**src/rtl/arcade_input_map.sv**
```systemverilog
`default_nettype none
// ============================================================================
// arcade_input_map: merges PS/2 keys with USB/DB9 joysticks, rotates
// directions and shapes rate-limited coin pulses for active-low core inputs.
// Revision: 1.0
// ============================================================================
module arcade_input_map #(
  parameter int          PLAYERS    = 2,
  parameter int          BUTTONS    = 3,
  parameter logic [15:0] COIN_PULSE = 16'd4096,
  parameter logic [15:0] COIN_GAP   = 16'd8192
) (
  input  logic                       clk_sys,
  input  logic                       I_RESETn,
  input  logic [10:0]                ps2_key,
  input  logic [16*PLAYERS-1:0]      joy_usb,
  input  logic [16*PLAYERS-1:0]      joy_db9,
  input  logic [PLAYERS-1:0]         src_db9,
  input  logic [1:0]                 rot,
  input  logic                       auto_coin,
  output logic [4*PLAYERS-1:0]       O_DIR_n,
  output logic [BUTTONS*PLAYERS-1:0] O_BTN_n,
  output logic [PLAYERS-1:0]         O_START_n,
  output logic [PLAYERS-1:0]         O_COIN_n
);

  localparam logic [15:0] PULSE_LOAD = COIN_PULSE - 16'd1;
  localparam logic [15:0] GAP_LOAD   = COIN_GAP - 16'd1;

  typedef enum logic [1:0] {
    ST_IDLE  = 2'd0,
    ST_PULSE = 2'd1,
    ST_GAP   = 2'd2
  } coin_state_e;

  // Key latches use the joystick word layout so they can be ORed in directly.
  logic            tog_q, tog_d;
  logic [1:0][9:0] kb_q, kb_d;
  logic            key_hit;
  logic            key_pl;
  logic [3:0]      key_bit;

  always_comb begin
    key_hit = 1'b1;
    key_pl  = 1'b0;
    key_bit = 4'd0;
    casez (ps2_key[8:0])
      9'b?0111_0101: key_bit = 4'd3;
      9'b?0111_0010: key_bit = 4'd2;
      9'b?0110_1011: key_bit = 4'd1;
      9'b?0111_0100: key_bit = 4'd0;
      9'h014:        key_bit = 4'd4;
      9'h011:        key_bit = 4'd5;
      9'h029:        key_bit = 4'd6;
      9'h016, 9'h005: key_bit = 4'd8;
      9'h02E:        key_bit = 4'd9;
      9'h02D: begin key_pl = 1'b1; key_bit = 4'd3; end
      9'h02B: begin key_pl = 1'b1; key_bit = 4'd2; end
      9'h023: begin key_pl = 1'b1; key_bit = 4'd1; end
      9'h034: begin key_pl = 1'b1; key_bit = 4'd0; end
      9'h01C: begin key_pl = 1'b1; key_bit = 4'd4; end
      9'h01B: begin key_pl = 1'b1; key_bit = 4'd5; end
      9'h015: begin key_pl = 1'b1; key_bit = 4'd6; end
      9'h01E, 9'h006: begin key_pl = 1'b1; key_bit = 4'd8; end
      9'h036: begin key_pl = 1'b1; key_bit = 4'd9; end
      default: key_hit = 1'b0;
    endcase
  end

  always_comb begin
    tog_d = ps2_key[10];
    kb_d  = kb_q;
    if ((ps2_key[10] != tog_q) && key_hit) begin
      kb_d[key_pl][key_bit] = ps2_key[9];
    end
  end

  always_ff @(posedge clk_sys) begin
    if (!I_RESETn) begin
      tog_q <= ps2_key[10];
      kb_q  <= '0;
    end else begin
      tog_q <= tog_d;
      kb_q  <= kb_d;
    end
  end

  logic unused_kb;
  assign unused_kb = ^kb_q;

  for (genvar p = 0; p < PLAYERS; p++) begin : g_player
    logic [15:0]        jp;
    logic [9:0]         kb;
    logic [9:0]         raw;
    logic [3:0]         dir_rot;
    logic [3:0]         dir_d, dir_q;
    logic [BUTTONS-1:0] btn_d, btn_q;
    logic               start_d, start_q;
    logic               trig;
    logic               prev_d, prev_q;
    coin_state_e        st_d, st_q;
    logic [15:0]        cnt_d, cnt_q;
    logic               coin_d, coin_q;
    logic               unused_jp;

    assign jp = src_db9[p] ? joy_db9[16*p +: 16] : joy_usb[16*p +: 16];

    if (p < 2) begin : g_kb
      assign kb = kb_q[p];
    end else begin : g_no_kb
      assign kb = '0;
    end

    assign raw       = jp[9:0] | kb;
    assign unused_jp = ^{jp, raw};

    // Each output direction {U,D,L,R} picks one raw direction per rotation.
    always_comb begin
      case (rot)
        2'd1:    dir_rot = {raw[1], raw[0], raw[2], raw[3]};
        2'd2:    dir_rot = {raw[2], raw[3], raw[0], raw[1]};
        2'd3:    dir_rot = {raw[0], raw[1], raw[3], raw[2]};
        default: dir_rot = raw[3:0];
      endcase
    end

    assign dir_d   = ~dir_rot;
    assign btn_d   = ~raw[4 +: BUTTONS];
    assign start_d = ~raw[8];
    assign trig    = raw[9] | (auto_coin & raw[8]);

    always_comb begin
      prev_d = trig;
      st_d   = st_q;
      cnt_d  = cnt_q;
      coin_d = coin_q;
      case (st_q)
        ST_IDLE: begin
          if (trig && !prev_q) begin
            st_d   = ST_PULSE;
            cnt_d  = PULSE_LOAD;
            coin_d = 1'b0;
          end
        end
        ST_PULSE: begin
          if (cnt_q == 16'd0) begin
            coin_d = 1'b1;
            if (COIN_GAP == 16'd0) begin
              st_d = ST_IDLE;
            end else begin
              st_d  = ST_GAP;
              cnt_d = GAP_LOAD;
            end
          end else begin
            cnt_d = cnt_q - 16'd1;
          end
        end
        ST_GAP: begin
          if (cnt_q == 16'd0) begin
            st_d = ST_IDLE;
          end else begin
            cnt_d = cnt_q - 16'd1;
          end
        end
        default: begin
          st_d   = ST_IDLE;
          coin_d = 1'b1;
        end
      endcase
    end

    always_ff @(posedge clk_sys) begin
      if (!I_RESETn) begin
        dir_q   <= '1;
        btn_q   <= '1;
        start_q <= 1'b1;
        coin_q  <= 1'b1;
        prev_q  <= 1'b0;
        st_q    <= ST_IDLE;
        cnt_q   <= '0;
      end else begin
        dir_q   <= dir_d;
        btn_q   <= btn_d;
        start_q <= start_d;
        coin_q  <= coin_d;
        prev_q  <= prev_d;
        st_q    <= st_d;
        cnt_q   <= cnt_d;
      end
    end

    assign O_DIR_n[4*p +: 4]             = dir_q;
    assign O_BTN_n[BUTTONS*p +: BUTTONS] = btn_q;
    assign O_START_n[p]                  = start_q;
    assign O_COIN_n[p]                   = coin_q;
  end

endmodule
`default_nettype wire

```
**config.mk**
```make
export PLATFORM = sky130hd
export DESIGN_NAME = arcade_input_map
export DESIGN_NICKNAME = d
export VERILOG_FILES = /design/src/rtl/arcade_input_map.sv
export SDC_FILE = /design/constraint.sdc
export NUM_CORES = 1
export LEC_CHECK = 0
export BUFFER_PORTS_ARGS = -buffer_cell sky130_fd_sc_hd__buf_2
export CORE_ASPECT_RATIO = 1.1
export CORE_UTILIZATION = 35
export CTS_BUF_LIST = sky130_fd_sc_hd__clkbuf_8
export DETAILED_ROUTE_END_ITERATION = 8
export SLEW_MARGIN = 10
export SYNTH_ARGS = -nofsm -noshare
export SYNTH_HDL_FRONTEND = slang
export SYNTH_SLANG_ARGS = --single-unit
```
**constraint.sdc**
```tcl
create_clock -name clk_sys -period 2.2 [get_ports clk_sys]
set_input_delay 0 -clock clk_sys [delete_from_list [all_inputs] [get_ports clk_sys]]
set_output_delay 0 -clock clk_sys [all_outputs]
set_load 0.1 [all_outputs]
```
==> qor.csv <==
stage;metric;value;unit
routing;Final ANT Viol Nets;0;
grt;grt ovf;0;
min_path;Hold Path End;g_player[0].start_q$_SDFF_PN1_;
setup_path;type of the worst setup path;reg2reg;
status;status;finished, violations left;
cells_and_area;fill count;1247;
routing;Post-Route WL;12800;microns
clock_tree;H-tree levels;3;
job;Max Cap Violations;0;
timing;fmax;438;MHz
clock_tree;clk buf depth;2;
setup_path;critical path capture point type;flop;
synthesis;Post-synth EDFFs;0;
routing;routed via count;4567;
cells_and_area;most common cell after layout, fill and taps aside;dfxtp_1;
setup_path;r2r startpoint;g_player[0].cnt_q[0]$_SDFFE_PN0P_;
timing;worst setup margin;-82.4;ps
routing;drt first pass iters;7;
cells_and_area;Layout Nets;778;
min_path;HP Start;joy_db9[8];
clock_tree;Root Driver;clkbuf_8;
floorplanning;DIE AREA;0.0137;sq mm
routing;Starting DRT DRC Count;266;
cells_and_area;Non-Filler Instances;844;
floorplanning;Ports;100;
setup_path;worst r2r dst;g_player[0].cnt_q[11]$_SDFFE_PN0P_;
grt;gr usage total;0.186;
synthesis;ys flop type;dfxtp_1;
timing;Slew Viols, Final;0;
floorplanning;row count;43;
synthesis;synthesized area per cell;8.12;sq um
synthesis;Ys Warns;0;
cells_and_area;most frequent cells in the layout;dfxtp_1, buf_2, nand2_1, buf_4, nor2_1;
setup_path;R2R Setup Slk;-80;ps
floorplanning;Core Area;0.0128;sq mm
setup_path;worst-path maximum fanout;7;
routing;vias per cell;5.41;
clock_tree;clk sinks;75;
synthesis;Mapped Cells;570;
floorplanning;Initial Util;0.363;
timing;period utilization;1.04;
timing;Final min period;2280;ps
grt;vias in the first global route;4354;
timing;Setup violations, final;14;
grt;first-pass GRT wire length;20400;microns
placed_design;dpl cell area;0.00541;sq mm
grt;initial antenna violation count;0;
synthesis;synth unique cells;68;
timing;Worst slew margin;0.397;
synthesis;Post-synth ARST share;0;
floorplanning;Die Ht;123;microns
setup_path;Worst Path Arrival;2580;ps
timing;Worst-Margin Slew;896;ps
clock_tree;clk slew on worst S/H paths;90;ps
cells_and_area;design area;0.00588;sq mm
pwr;Peak VDD IR;0.000306;V
routing;DR WL/cell;15.2;microns
floorplanning;Die X;112;microns
placed_design;Placed Cells;812;
timing;unrepaired setup endpoints after global routing;true;
cells_and_area;Synth-to-Final Area Change;27.1;%
clock_tree;clk_lat worst skew;370;ps
timing;Hold Vio Cnt, Final;0;
synthesis;Seq/Total Area, Yosys;0.324;
grt;largest net degree at the start of global routing;36;
pwr;pwr dens;798;mW/mm^2
synthesis;synthesized area;0.00463;sq mm
timing;Clock Skew;14.6;ps
min_path;worst min path class;in2reg;
setup_path;worst-path cell chain;inv_2 > ha_4 > or4b_4 > or4_4 > o21ai_4 > or3_4 > o21ai_2 > a21oi_2;
clock_tree;cts bufs inserted;9;
setup_path;critical path's largest stage delay;580;ps
setup_path;Worst EP required;2500;ps
cells_and_area;final core occ;0.461;
clock_tree;CTS tree;yes;
cells_and_area;Antenna Cells;0;
setup_path;highest-delay cell along the critical path;or4_4;
min_path;Min-Delay Path Depth;3;
synthesis;#FFs+latches synth;75;
pwr;Pleak;2.36;nW
synthesis;Mapped Nets;666;
routing;Residual DRC;9;
placed_design;gpl congestion;0.886;
status;failing checks;DRC, setup timing;
setup_path;CP Launch Type;flop;
placed_design;DP Wirelength;9200;microns
placed_design;Port Buffers;71;
setup_path;R2R cell count;8;
cells_and_area;proportion of layout cells with a drive suffix above 1;0.279;
[sequential cells by signal (all words and copies together) (netlist names)]
signal,flops
g_player.btn_q,6
g_player.cnt_q,32
g_player.coin_q,2
g_player.dir_q,8
g_player.kb,18
g_player.prev_q,2
g_player.st_q,4
g_player.start_q,2
tog_q,1
[metal layers]
metal	vias up	share of wire	wire (microns)	track usage
met2	111	0.49	6280	0.321
met4	0	0.022	288	0.0785
li1	2295	-	-	-
met1	2139	0.45	5710	0.224
met3	22	0.041	527	0.0380
met5	-	0	0	0
[where the power goes]
part	leakage [nW]	switching, mW	total [mW]	internal (mW)
clock network	0.102	0.560	1.09	0.531
logic	1.64	1.17	1.94	0.771
registers	0.618	0.132	1.66	1.53
[cell usage after synthesis (4+ instances only)]
master / n / share of area
a211oi_1: 10 / 0.016
a21boi_1: 15 / 0.024
a21o_1: 4 / 0.0065
a21oi_1: 37 / 0.040
and2_1: 7 / 0.0095
and3_1: 4 / 0.0054
and3b_1: 4 / 0.0076
buf_4: 5 / 0.0081
clkbuf_1: 22 / 0.018
dfxtp_1: 75 / 0.32
ha_1: 14 / 0.038
inv_1: 18 / 0.015
mux2_2: 15 / 0.036
mux2i_1: 24 / 0.052
nand2_1: 48 / 0.039
nand2b_1: 5 / 0.0068
nand3_1: 11 / 0.012
nand4_1: 6 / 0.0081
nor2_1: 36 / 0.029
nor2b_1: 34 / 0.046
nor3_1: 21 / 0.023
nor4_1: 8 / 0.011
o211ai_1: 7 / 0.011
o21a_1: 4 / 0.0065
o21ai_0: 32 / 0.035
o21ai_1: 31 / 0.034
o221a_1: 5 / 0.012
or4_1: 6 / 0.0097
[metrics by stage]
| stage | power, mW | setup slack [ps] | TNS [ps] | hold slack (ps) |
|---|---|---|---|---|
| after floorplan | 2.93 | -6.20 | -6.20 | 27.7 |
| after global placement | 3.43 | -14.9 | -14.9 | 133 |
| after detailed placement | 3.48 | -113 | -374 | 135 |
| after CTS | 4.62 | -5.11 | -5.11 | 2.57 |
| after global routing | 4.98 | -162 | -1680 | 17.3 |
| final | 4.70 | -82.4 | -649 | 9.81 |
[cell type report]
class	instances	area, sq um	area share
Sequential cell	75	1500	0.256
Clock buffer	9	124	0.0211
Tap cell	157	196	0.0334
Multi-Input combinational cell	444	3030	0.516
Inverter	18	67.6	0.0115
Clock inverter	7	76.3	0.0130
Timing Repair Buffer	134	882	0.150
[worst max-delay path by stage]
stage	end	from	slack [ps]	cells past startpoint
2_1_floorplan	g_player[1].cnt_q[13]$_SDFFE_PN0P_	g_player[1].cnt_q[5]$_SDFFE_PN0P_	-6	8
4_1_cts	g_player[0].cnt_q[3]$_SDFFE_PN0P_	g_player[0].cnt_q[0]$_SDFFE_PN0P_	-5	8
3_3_place_gp	g_player[0].cnt_q[3]$_SDFFE_PN0P_	g_player[0].cnt_q[0]$_SDFFE_PN0P_	-10	8
5_1_grt	g_player[0].cnt_q[11]$_SDFFE_PN0P_	g_player[0].cnt_q[0]$_SDFFE_PN0P_	-160	8
3_5_place_dp	g_player[0].cnt_q[3]$_SDFFE_PN0P_	g_player[0].cnt_q[0]$_SDFFE_PN0P_	-110	8
6_report	g_player[0].cnt_q[11]$_SDFFE_PN0P_	g_player[0].cnt_q[0]$_SDFFE_PN0P_	-80	8
[kinds of logic (layout without fill, tap and decap cells)]
| kind of cell | after synthesis | after routing | synth area share |
|---|---|---|---|
| xor gates and xnor gates | 3 | 3 | 0.00568 |
| buffers and inverters | 52 | 168 | 0.0503 |
| AOI/OAI and AO/OA | 169 | 169 | 0.235 |
| DFF | 75 | 75 | 0.324 |
| and+or+nand+nor | 217 | 218 | 0.256 |
| adders and majority gates | 14 | 14 | 0.0378 |
| muxes | 40 | 40 | 0.0908 |
[repair_timing]
action                                  CTS  global route
resized for setup                         2            29
hold buffers                             15             0
hold endpoints to repair                 13             0
cloned                                    1             0
endpoints found under the setup margin    9            19
pin swaps                                 1            20
buffers inserted                          0             0
[worst max-delay path, delay by kind of cell, from the launching register on]
| family | cells | cell delay [ps] |
|---|---|---|
| buffers and inverters | 1 | 70 |
| and+or+nand+nor | 3 | 1270 |
| DFF | 1 | 330 |
| adders and majority gates | 1 | 120 |
| AOI/OAI and AO/OA | 3 | 430 |
No activity file was read; power rests on OpenSTA's default activity.
